==> config.mk <==
export PLATFORM = sky130hd
export DESIGN_NAME = code_packer
export DESIGN_NICKNAME = d
export VERILOG_FILES = /design/src/rtl/code_packer.sv
export SDC_FILE = /design/constraint.sdc
export NUM_CORES = 1
export LEC_CHECK = 0
export CORE_MARGIN = 2
export CORE_UTILIZATION = 54
export CTS_BUF_LIST = sky130_fd_sc_hd__clkbuf_4 sky130_fd_sc_hd__clkbuf_8
export DETAILED_ROUTE_END_ITERATION = 6
export DONT_BUFFER_PORTS = 1
export GPL_TIMING_DRIVEN = 0
export HOLD_SLACK_MARGIN = 0.08
export PLACE_DENSITY = 0.72
export SYNTH_ARGS = -nofsm -noshare
export SYNTH_HDL_FRONTEND = slang
export SYNTH_SLANG_ARGS = --single-unit
==> constraint.sdc <==
create_clock -name clk -period 2.5 [get_ports clk]
set_input_delay 0.125 -clock clk [delete_from_list [all_inputs] [get_ports clk]]
set_output_delay 0.125 -clock clk [all_outputs]
set_load 0.01 [all_outputs]
==> src/rtl/code_packer.sv <==
// Packs a serial code-bit stream MSB-first into words, buffers them in a small
// circular queue and hands them out on a valid/ready handshake, with padded flush.
module code_packer #(
  parameter int   WORD_W     = 8,
  parameter int   DEPTH_LOG2 = 2,
  parameter logic PAD_BIT    = 1'b0
) (
  input  logic                  clk,
  input  logic                  rst,
  input  logic                  bit_input,
  input  logic                  input_valid,
  output logic                  in_ready,
  input  logic                  flush,
  output logic [WORD_W-1:0]     word_out,
  output logic                  word_valid,
  input  logic                  word_ready,
  output logic                  flush_done,
  output logic [DEPTH_LOG2:0]   buf_level,
  output logic [15:0]           word_count
);

  localparam int CW    = $clog2(WORD_W);
  localparam int DEPTH = 1 << DEPTH_LOG2;

  typedef enum logic [1:0] {RUN, PAD, DONE} state_t;

  state_t                state;
  logic [WORD_W-1:0]     acc;
  logic [CW-1:0]         acc_cnt;
  logic [CW-1:0]         acc_cnt_next;
  logic [WORD_W-1:0]     mem [DEPTH];
  logic [DEPTH_LOG2-1:0] wr_ptr;
  logic [DEPTH_LOG2-1:0] rd_ptr;
  logic                  buf_full;
  logic                  last_bit;
  logic                  accept;
  logic                  pad_push;
  logic                  push;
  logic                  pop;
  logic [CW:0]           shamt;
  logic [WORD_W-1:0]     pad_word;
  logic [WORD_W-1:0]     push_word;

  assign buf_full     = (buf_level == (DEPTH_LOG2+1)'(DEPTH));
  assign last_bit     = (acc_cnt == CW'(WORD_W-1));
  assign in_ready     = (state == RUN) && !(last_bit && buf_full);
  assign accept       = input_valid && in_ready;
  assign word_valid   = (buf_level != '0);
  assign pop          = word_valid && word_ready;
  assign pad_push     = (state == PAD) && !buf_full;
  assign push         = (accept && last_bit) || pad_push;
  assign acc_cnt_next = accept ? (last_bit ? '0 : acc_cnt + CW'(1)) : acc_cnt;
  assign flush_done   = (state == DONE);
  assign word_out     = word_valid ? mem[rd_ptr] : '0;

  // The accumulator fills from the LSB, so a partial word is left-aligned by
  // shifting out the unused positions and filling them with PAD_BIT.
  assign shamt     = (CW+1)'(WORD_W) - {1'b0, acc_cnt};
  assign pad_word  = (acc << shamt) | (PAD_BIT ? ~({WORD_W{1'b1}} << shamt) : '0);
  assign push_word = pad_push ? pad_word : {acc[WORD_W-2:0], bit_input};

  always_ff @(posedge clk) begin
    if (push) begin
      mem[wr_ptr] <= push_word;
    end
  end

  always_ff @(posedge clk or posedge rst) begin
    if (rst) begin
      state      <= RUN;
      acc        <= '0;
      acc_cnt    <= '0;
      wr_ptr     <= '0;
      rd_ptr     <= '0;
      buf_level  <= '0;
      word_count <= '0;
    end else begin
      if (accept) begin
        acc     <= {acc[WORD_W-2:0], bit_input};
        acc_cnt <= acc_cnt_next;
      end
      case (state)
        RUN: begin
          if (flush) begin
            state <= (acc_cnt_next != '0) ? PAD : DONE;
          end
        end
        PAD: begin
          if (!buf_full) begin
            acc_cnt <= '0;
            state   <= DONE;
          end
        end
        DONE:    state <= RUN;
        default: state <= RUN;
      endcase
      if (push) begin
        wr_ptr <= wr_ptr + DEPTH_LOG2'(1);
      end
      if (pop) begin
        rd_ptr     <= rd_ptr + DEPTH_LOG2'(1);
        word_count <= word_count + 16'd1;
      end
      case ({push, pop})
        2'b10:   buf_level <= buf_level + (DEPTH_LOG2+1)'(1);
        2'b01:   buf_level <= buf_level - (DEPTH_LOG2+1)'(1);
        default: buf_level <= buf_level;
      endcase
    end
  end

endmodule

==> metrics.md <==
| Metric | Value |
|---|---|
| Antenna diode count | 0 |
| XOR/XNOR Fraction of Synth Area | 0.0598 |
| H-tree depth | 3 |
| Fraction of layout cells with a size suffix above 1 | 0.208 |
| Crit path DAT | 2.68 ns |
| # DRC | 0 |
| Slowest CP cell | dfrtp_2 |
| # setup viols final | 0 |
| RSZ-0062 raised after global routing | true |
| Most numerous cell in the Yosys netlist | dfrtp_1 |
| Post-DP HPWL | 3.83 mm |
| Detailed-route via count | 1884 |
| Drt initial violations | 61 |
| First-pass GRT wire length | 9.03 mm |
| Final worst setup slack | 0.0842 ns |
| Final Hold Vio Count | 0 |
| Final Skew | 0.00482 ns |
| Peak Freq | 414 MHz |
| Total power draw | 4.69 mW |
| Average wire per standard cell | 16.7 um |
| Clk root buf | clkbuf_8 |
| Post-Syn Instances | 236 |
| Die Y | 81.2 um |
| Initial Util | 0.550 |
| Commonest cells post-synth | dfrtp_1 (36), edfxtp_1 (32), nand2_1 (22) |
| Top post-synthesis cells by area | edfxtp_1 (30%), dfrtp_1 (28%), mux4_2 (6.3%), mux2i_1 (4.7%), xnor2_1 (4.6%) |
| Max Cap Viol | 0 |
| DP Worst Slack | -0.584 ns |
| Area grow syn2layout | 12.3% |
| Placeable Area | 0.00585 mm2 |
| Final Critical Period | 2.42 ns |
| Post-Synth Simple-Gate Area | 0.103 |
| Largest net degree at the start of global routing | 37 |
| Compound-Gate Fraction of Synth Area | 0.0501 |
| CTS tree | built |
| Fin nets | 270 |
| Vias in the first global route | 1868 |
| Critical-path maximum fanout | 7 |
| CTS max path bufs | 2 |
| Worst VDD drop | 0.000797 V |
| Worst setup SP type | register |
| Tightest Pin Transition | 1.04 ns |
| Clock latency on the worst-skew pair | 0.34 ns |
| Post-synthesis adder-cell area fraction | 0.0412 |
| Period utilization | 0.966 |
| Primary FF master, synth | dfrtp_1 |
| Num Clock Sinks | 68 |
| Crit path max-delay family | simple AND/OR/NAND/NOR gates |
| Dominant cell type by area after synthesis | edfxtp_1 |
| Combinational family with the most area after synthesis | multiplexers |
| Port Buf Inserts | 0 |
| Synthesized area | 0.00322 mm2 |
| Post-synthesis sequential area ratio | 0.578 |
| CTS clk-pin slew, worst paths | 0.07 ns |
| Routed WL | 5.57 mm |
| Synthesized area per cell | 13.6 um2 |
| Die area | 0.00660 mm2 |
| Crit-path cells | or3b_4 > o211ai_4 > o21ai_4 > inv_1 > ha_1 > inv_1 > fa_1 > xor2_1 > nor2_1 > xor2_1 |
| Crit path buffers/inverters | 2 |
| Hold Path Class | in2reg |
| Async set or reset register ratio after synthesis | 0.529 |
| # rows | 28 |
| I/O Pins | 36 |
| Worst slew margin | 0.303 |
| Final ANT Viol Nets | 0 |
| Chip Width | 81.2 um |
| CTS Buf Count | 9 |
| Routed vias/inst | 5.64 |
| WP data required | 2.76 ns |
| Static leakage | 1.46 nW |
| Largest stage delay on the critical path | 0.47 ns |
| PwrDens | 1300 mW/mm2 |
| Post-synthesis mux area share | 0.142 |
| Syn nets | 252 |
| Number of synthesized flops with an enable pin | 32 |
| Slew Viols, Final | 0 |
| Critical path type | reg2reg |
| Area share of the largest cell type after synthesis | 0.298 |
| Crit path capture type | register |
| Outcome | finished, final reports clean |
| Initial antenna violation count | 0 |
| Post-synthesis cell type count | 43 |
| Synth warn | 0 |
| Gp weighted congestion | 0.799 |
| Initial DRT Pass Iterations | 4 |
| Fillers | 450 |
| #FFs+latches synth | 68 |
| Grt ovf | 0 |
| All-Layer GR Usage | 0.188 |
==> timing repair <==
action | in CTS | in global routing
resized for setup | 8 | 7
setup endpoints to repair | 33 | 18
pin swaps | 1 | 2
buffers inserted | 1 | 1
endpoints found under the hold margin | 13 | 36
gates cloned | 0 | 0
hold buffers | 4 | 1
==> kinds of logic (layout without fill, tap and decap cells) <==
| kind of cell | after synthesis | count (layout) |
|---|---|---|
| xor gates and xnor gates | 22 | 22 |
| buffers and inverters | 19 | 42 |
| muxes | 33 | 33 |
| DFF | 68 | 68 |
| AOI/OAI and AO/OA | 20 | 20 |
| and+or+nand+nor | 64 | 64 |
| adders and majority gates | 10 | 10 |
==> layout by cell type, fill, tap and decap left out, types with 3 or more instances in the layout <==
cell           instances
a22o_1                 3
and2_1                 4
clkbuf_4               3
clkbuf_8              10
clkinv_2               3
dfrtp_1               33
dfrtp_2                3
dlygate4sd3_1          5
edfxtp_1              32
ha_1                   9
inv_1                 10
mux2_2                 8
mux2i_1               15
mux4_2                 9
nand2_1               22
nand3_1                3
nand4_1                6
nor2_1                 6
nor2b_1               11
nor3_1                 3
o21ai_1                3
xnor2_1               17
xor2_1                 4
==> worst reg2reg max path, cell delays in order, from the launching register on <==
cell	delay [ns]
dfrtp_2	0.47
or3b_4	0.46
o211ai_4	0.22
o21ai_4	0.10
inv_1	0.07
ha_1	0.18
inv_1	0.06
fa_1	0.37
xor2_1	0.15
nor2_1	0.11
xor2_1	0.14
==> layout make-up <==
cell class / count / area, um2 / area share
flip-flops and latches: 68 / 1870 / 0.516
well taps: 75 / 93.8 / 0.0260
inverters: 13 / 50.0 / 0.0138
plain buffers: 6 / 37.5 / 0.0104
multi-input cells: 149 / 1300 / 0.360
clock buffers: 12 / 153 / 0.0422
clock inverters: 4 / 48.8 / 0.0135
repair buffers: 7 / 65.1 / 0.0180
==> flip-flops by register name (all words and copies together), names as in the netlist <==
register / cells
word_count: 16
mem: 32
acc_cnt: 3
rd_ptr: 2
wr_ptr: 2
acc: 8
buf_level: 3
state: 2
==> path summary, 6_finish.rpt <==
path	end	startpoint	cells past startpoint	slack, ns
setup / recovery	buf_level[2]$_DFFE_PP0P_	buf_level[1]$_DFFE_PP0P_	10	0.08
hold / removal	wr_ptr[0]$_DFFE_PP0P_	input_valid	3	0.10
setup reg to reg	buf_level[2]$_DFFE_PP0P_	buf_level[1]$_DFFE_PP0P_	10	0.08
hold reg to reg	acc[7]$_DFFE_PP0N_	acc[7]$_DFFE_PP0N_	1	0.53
max in group asynchronous	buf_level[1]$_DFFE_PP0P_	rst	2	1.61
min in group asynchronous	state[0]$_DFFE_PP0P_	rst	2	0.37
==> power by group <==
group	total (mW)	internal (mW)	switching (mW)
clock	0.902	0.509	0.393
sequential	1.89	1.58	0.310
combinational	1.90	0.870	1.03
==> per-layer routing <==
| layer | part of all wire | track usage | wire [um] |
|---|---|---|---|
| met5 | 0 | 0 | 0 |
| met4 | 0.022 | 0.0983 | 125 |
| met3 | 0.027 | 0.0400 | 148 |
| met2 | 0.49 | 0.287 | 2750 |
| met1 | 0.46 | 0.254 | 2540 |
==> through the flow <==
step	instances	util	hold WS (ns)	cell area (um2)	TNS (ns)
2_1_floorplan	236	-	0.267	3220	0
3_3_place_gp	311	0.567	0.278	3310	-6.13
3_5_place_dp	311	0.567	0.277	3310	-7.66
4_1_cts	332	0.613	0.0969	3590	0
5_1_grt	334	0.618	0.128	3620	-0.0807
6_report	334	0.618	0.102	3620	0
(Power assumes the default switching activity.)
